### src/rtl/hazard_unit_fwd.sv
// Decode-side RAW hazard unit. It tracks in-flight writers across STAGES slots and
// resolves each dependency by forwarding or by stall plus bubble. It also handles flushes and freezes.

module hazard_slot_match #(
  parameter int NREG = 32,
  parameter int RAW  = 5
) (
  input  logic            vld,
  input  logic            we,
  input  logic [RAW-1:0]  rd,
  input  logic [1:0]      rd_en,
  input  logic [RAW-1:0]  rs1,
  input  logic [RAW-1:0]  rs2,
  output logic            hit1,
  output logic            hit2,
  output logic [NREG-1:0] busy
);
  logic wr;
  assign wr   = vld & we & (rd != '0);
  assign hit1 = wr & rd_en[0] & (rs1 == rd);
  assign hit2 = wr & rd_en[1] & (rs2 == rd);

  always_comb begin
    busy     = '0;
    busy[rd] = wr;
  end
endmodule

module hazard_unit_fwd #(
  parameter int NREG       = 32,
  parameter int RAW        = 5,
  parameter int STAGES     = 3,
  parameter int FWD_EN     = 1,
  parameter int LOAD_STAGE = 1,
  parameter int CNT_W      = 16,
  localparam int SW        = $clog2(STAGES+1)
) (
  input  logic             clk,
  input  logic             reset,
  input  logic             id_valid,
  input  logic [1:0]       id_rd_en,
  input  logic [RAW-1:0]   id_rs1,
  input  logic [RAW-1:0]   id_rs2,
  input  logic             id_we,
  input  logic [RAW-1:0]   id_rd,
  input  logic             id_is_load,
  input  logic             redirect,
  input  logic             mem_busy,
  output logic             stall_F,
  output logic             stall_D,
  output logic             stall_E,
  output logic             stall_M,
  output logic             stall_WB,
  output logic             flush_D,
  output logic             flush_E,
  output logic [SW-1:0]    fwd_sel_rs1,
  output logic [SW-1:0]    fwd_sel_rs2,
  output logic [NREG-1:0]  busy_regs,
  output logic [CNT_W-1:0] stall_cnt
);
  typedef struct packed {
    logic           vld;
    logic           we;
    logic [RAW-1:0] rd;
    logic           ld;
  } slot_t;

  slot_t [STAGES-1:0]           slot_q;
  logic  [STAGES-1:0]           hit1, hit2;
  logic  [STAGES-1:0][NREG-1:0] busy_s;
  logic  [SW-1:0]               i1, i2;
  logic                         h1, h2, hz, stall_all, rdr_go, hz_go;

  // Slot valids are masked by reset so everything reads as cleared while reset is low
  for (genvar s = 0; s < STAGES; s++) begin : g_slot
    hazard_slot_match #(.NREG(NREG), .RAW(RAW)) u_match (
      .vld(slot_q[s].vld & reset), .we(slot_q[s].we), .rd(slot_q[s].rd),
      .rd_en(id_rd_en), .rs1(id_rs1), .rs2(id_rs2),
      .hit1(hit1[s]), .hit2(hit2[s]), .busy(busy_s[s])
    );
  end

  // Scan oldest to youngest so the lowest-index match wins
  always_comb begin
    i1 = '0; i2 = '0; h1 = 1'b0; h2 = 1'b0;
    for (int s = STAGES-1; s >= 0; s--) begin
      if (hit1[s]) begin
        i1 = SW'(s+1);
        h1 = (FWD_EN != 0) ? (slot_q[s].ld && s < LOAD_STAGE) : (s < STAGES-1);
      end
      if (hit2[s]) begin
        i2 = SW'(s+1);
        h2 = (FWD_EN != 0) ? (slot_q[s].ld && s < LOAD_STAGE) : (s < STAGES-1);
      end
    end
  end

  always_comb begin
    busy_regs = '0;
    for (int s = 0; s < STAGES; s++) busy_regs = busy_regs | busy_s[s];
  end

  assign fwd_sel_rs1 = (FWD_EN != 0) ? i1 : '0;
  assign fwd_sel_rs2 = (FWD_EN != 0) ? i2 : '0;

  assign hz        = id_valid & (h1 | h2);
  assign stall_all = reset & mem_busy;
  assign rdr_go    = reset & ~mem_busy & redirect;
  assign hz_go     = reset & ~mem_busy & ~redirect & hz;

  assign stall_F  = stall_all | hz_go;
  assign stall_D  = stall_all | hz_go;
  assign stall_E  = stall_all;
  assign stall_M  = stall_all;
  assign stall_WB = stall_all;
  assign flush_D  = rdr_go;
  assign flush_E  = rdr_go | hz_go;

  always_ff @(posedge clk) begin
    if (!reset) begin
      for (int s = 0; s < STAGES; s++) slot_q[s].vld <= 1'b0;
      stall_cnt <= '0;
    end else if (!mem_busy) begin
      for (int s = 1; s < STAGES; s++) slot_q[s] <= slot_q[s-1];
      if (redirect || hz)
        slot_q[0] <= '0;
      else
        slot_q[0] <= '{vld: id_valid, we: id_we & (id_rd != '0), rd: id_rd, ld: id_is_load};
      if (!redirect && hz && stall_cnt != '1)
        stall_cnt <= stall_cnt + 1'b1;
    end
  end
endmodule

### config.mk
export PLATFORM = sky130hd
export DESIGN_NAME = hazard_unit_fwd
export DESIGN_NICKNAME = d
export VERILOG_FILES = /design/src/rtl/hazard_unit_fwd.sv
export SDC_FILE = /design/constraint.sdc
export NUM_CORES = 1
export LEC_CHECK = 0
export BUFFER_PORTS_ARGS = -buffer_cell sky130_fd_sc_hd__buf_2
export CORE_MARGIN = 2
export CORE_UTILIZATION = 48
export DETAILED_ROUTE_END_ITERATION = 16
export PLACE_DENSITY = 0.85
export SLEW_MARGIN = 20
export SYNTH_ARGS = -nofsm -noshare
export SYNTH_HDL_FRONTEND = slang
export SYNTH_SLANG_ARGS = --single-unit
### constraint.sdc
create_clock -name clk -period 1.8 [get_ports clk]
set_input_delay 0.09 -clock clk [delete_from_list [all_inputs] [get_ports clk]]
set_output_delay 0.09 -clock clk [all_outputs]
set_load 0.02 [all_outputs]
==> flow_summary.yaml <==
synth:
  ys_ff_latch: 38
  yosysTopAreaCell: "edfxtp_1"
  synth_top_area_share: 0.190
  synth_area_sq_mm: 0.00301
  synthArstFlopShare: 0
  syn_inst: 353
  synth_edf_count: 19
  synth.area.top_cells: "edfxtp_1, dfxtp_1, xor2_1"
  yosysWarnings: 0
  ys_types: 59
  synth-seq-area-share: 0.316
  synth_nets: 378
  synthFlopType: "edfxtp_1"
  syn_avg_cell_area_sq_um: 8.52
place:
  dp_hpwl_mm: 7.07
  place_ws_ns: -0.340
  portBuffers: 81
  gp_congestion: 0.929
floorplanning:
  ios: 83
  die-height_um: 83.1
  start_util: 0.502
  dieArea_sq_mm: 0.00691
  coreArea_sq_mm: 0.00599
  rows: 28
  fp.dieW_um: 83.1
setup_path:
  critPathKind: "reg2reg"
  r2r_cells: 8
  critPathRequiredTime_ns: 2.03
  arrival_ns: 2.46
  worstSetupStartpointType: "flip-flop"
  cp_top_family: "simple AND/OR/NAND/NOR gates"
  cp_cell_sequence: "buf_6 > xor2_2 > nor4_2 > and3_4 > buf_6 > o211ai_4 > or3_4 > a21boi_2"
  crit_slowest_cell: "or3_4"
  cpMostUsedCell: "buf_6"
  cp_max_fo: 7
  cp.depth: 8
  critical_path_buf_inv_count: 2
  crit_path_max_incr_delay_ns: 0.45
  endpoint_kind: "flip-flop"
sta:
  tightest_slew_ns: 0.594
  finalWorstSetupSlack_ns: -0.428
  skew_ns: 0.00330
  max_freq_mhz: 449
  period_needed_ns: 2.23
  setup_viol: 61
  relSlewSlack: 0.603
  rsz0062_at_grt: "yes"
  finalMaxSlewViolations: 0
  post-route-period-util: 1.24
  hold_ws_ns: 0.0637
  final_hold_viol_count: 0
  setup_tns_ns: -16.35
power:
  p_sw_uw: 571
  ir_drop_mv: 0.431
  clockPowerShare: 0.302
  power_mw: 1.95
  sequentialPowerShare: 0.490
  leakagePower_nw: 1.90
  pwr-share-comb: 0.209
  netSwitchingFraction: 0.293
  p_per_area_mw_per_mm2: 410
  p_int_mw: 1.38
drt:
  drt_pass1_iterations: 6
  routed_wl_mm: 12.8
  initialDrtViolationCount: 486
  ant_nets: 0
  routed-via-count: 3795
  drc: 0
  routedWlPerCell_um: 21.9
  via_per_inst: 6.48
grt:
  grt_overflow: 0
  antenna_found_initial: 0
  grt_pass1_vias: 3359
  grt_first_pass_wirelength_mm: 17.2
  grt_max_degree: 29
  grt_usage: 0.310
cts:
  cts_buffers: 5
  cts.sinks: 38
  path_clk_slew_ns: 0.08
  postCtsHoldBufs: 0
  cts_root_buf: "clkbuf_8"
  h-tree-depth: 2
  cts_buffer_depth: 2
  clk_latency_ns: 0.30
  tritoncts: "done"
run_status:
  status: "complete, but fails checks"
  violations: "setup timing"
layout:
  drive_above_1_share: 0.536
  area_growth_pct: 57.9
  finalNetCount: 535
  fillers: 329
  diodes: 0
  fin_util: 0.793
flow_run:
  maxCapViolCount: 0
worst_hold_path:
  hold_depth: 2
  worst_hold_path_type: "in2reg"
cell usage after synthesis (2+ instances only):
| cell type | count |
|---|---|
| xor2_1 | 24 |
| and2_1 | 11 |
| or2_0 | 2 |
| buf_6 | 3 |
| o21ai_0 | 26 |
| or2_2 | 5 |
| nand2_1 | 36 |
| nor2_1 | 22 |
| edfxtp_1 | 19 |
| nor2b_1 | 9 |
| a31oi_1 | 3 |
| or3_1 | 11 |
| nand3b_1 | 6 |
| a22oi_1 | 8 |
| clkbuf_1 | 15 |
| inv_1 | 5 |
| and3_2 | 2 |
| nand2b_1 | 5 |
| nand4_1 | 5 |
| and4_1 | 2 |
| nor3_1 | 5 |
| xnor2_1 | 7 |
| o221ai_1 | 12 |
| o31a_1 | 2 |
| a21oi_1 | 5 |
| nand3_1 | 15 |
| a21boi_1 | 2 |
| o22a_1 | 3 |
| mux2i_1 | 6 |
| a21boi_2 | 6 |
| nor3b_1 | 6 |
| buf_2 | 2 |
| dfxtp_1 | 19 |
| nor4_1 | 7 |
| buf_4 | 5 |
| o21ai_2 | 6 |
| and3_1 | 4 |
registers in the layout, summed over array words and instances, names as in the netlist:
name,flops
slot_q,22
stall_cnt,16
metrics by stage:
stage,std cells,area (sq um)
2_1_floorplan,353,3020
3_5_place_dp,541,3800
5_1_grt,586,4750
6_report,586,4750
4_1_cts,576,4370
3_3_place_gp,541,3800
cell families after synthesis:
group | Yosys count | synth area share
fa+ha+maj | 1 | 0.00416
other cells | 1 | 0.00125
xor+xnor | 31 | 0.0903
compound gates | 85 | 0.218
mux | 6 | 0.0200
flops | 38 | 0.316
buf+inv | 32 | 0.0599
simple gates | 159 | 0.290
path summary, 6_finish.rpt:
path / slack (ns) / start / end
worst max-delay path: -0.43 / slot_q[3] / stall_cnt[13]
worst min-delay path: 0.06 / id_valid / slot_q[7]
worst max register to register: -0.43 / slot_q[3] / stall_cnt[13]
worst min register to register: 0.50 / stall_cnt[11] / stall_cnt[11]
final cells by class:
| class | instances | area, sq um | area share |
|---|---|---|---|
| Multi-Input combinational cell | 286 | 2320 | 0.489 |
| Timing Repair Buffer | 174 | 1280 | 0.269 |
| Sequential cell | 38 | 953 | 0.201 |
| Tap cell | 75 | 93.8 | 0.0198 |
| Clock buffer | 6 | 72.6 | 0.0153 |
| Inverter | 5 | 18.8 | 0.00395 |
| Clock inverter | 2 | 8.76 | 0.00184 |
power groups by stage:
stage | registers [mW] | logic [mW] | clock network, mW
after floorplan | 0.957 | 0.176 | 0
after global routing | 0.955 | 0.422 | 0.613
after detailed placement | 0.976 | 0.276 | 0
final | 0.954 | 0.406 | 0.587
after global placement | 0.974 | 0.269 | 0
after CTS | 0.951 | 0.341 | 0.560
layer usage:
layer / share of wire / global-route usage / routed length, um
met5: 0 / 0 / 0
met4: 0.065 / 0.121 / 832
met3: 0.10 / 0.0626 / 1320
met2: 0.47 / 0.508 / 6030
met1: 0.36 / 0.403 / 4630
cells in the final DEF (no fill, tap or decap), drive strengths merged, types with 15 or more instances in the layout:
cell type    n
nand2       36
dfxtp       19
o21ai       33
nand3       15
buf        174
edfxtp      19
xor2        24
nor2        22
repair_timing:
| action | 4_1_cts | 5_1_grt |
|---|---|---|
| gates resized for setup | 85 | 70 |
| buffers inserted | 25 | 11 |
| endpoints found under the hold margin | 0 | 0 |
| endpoints found under the setup margin | 61 | 62 |
| cloned | 3 | 0 |
| pin swaps | 38 | 26 |
No activity file was read; power rests on OpenSTA's default activity.
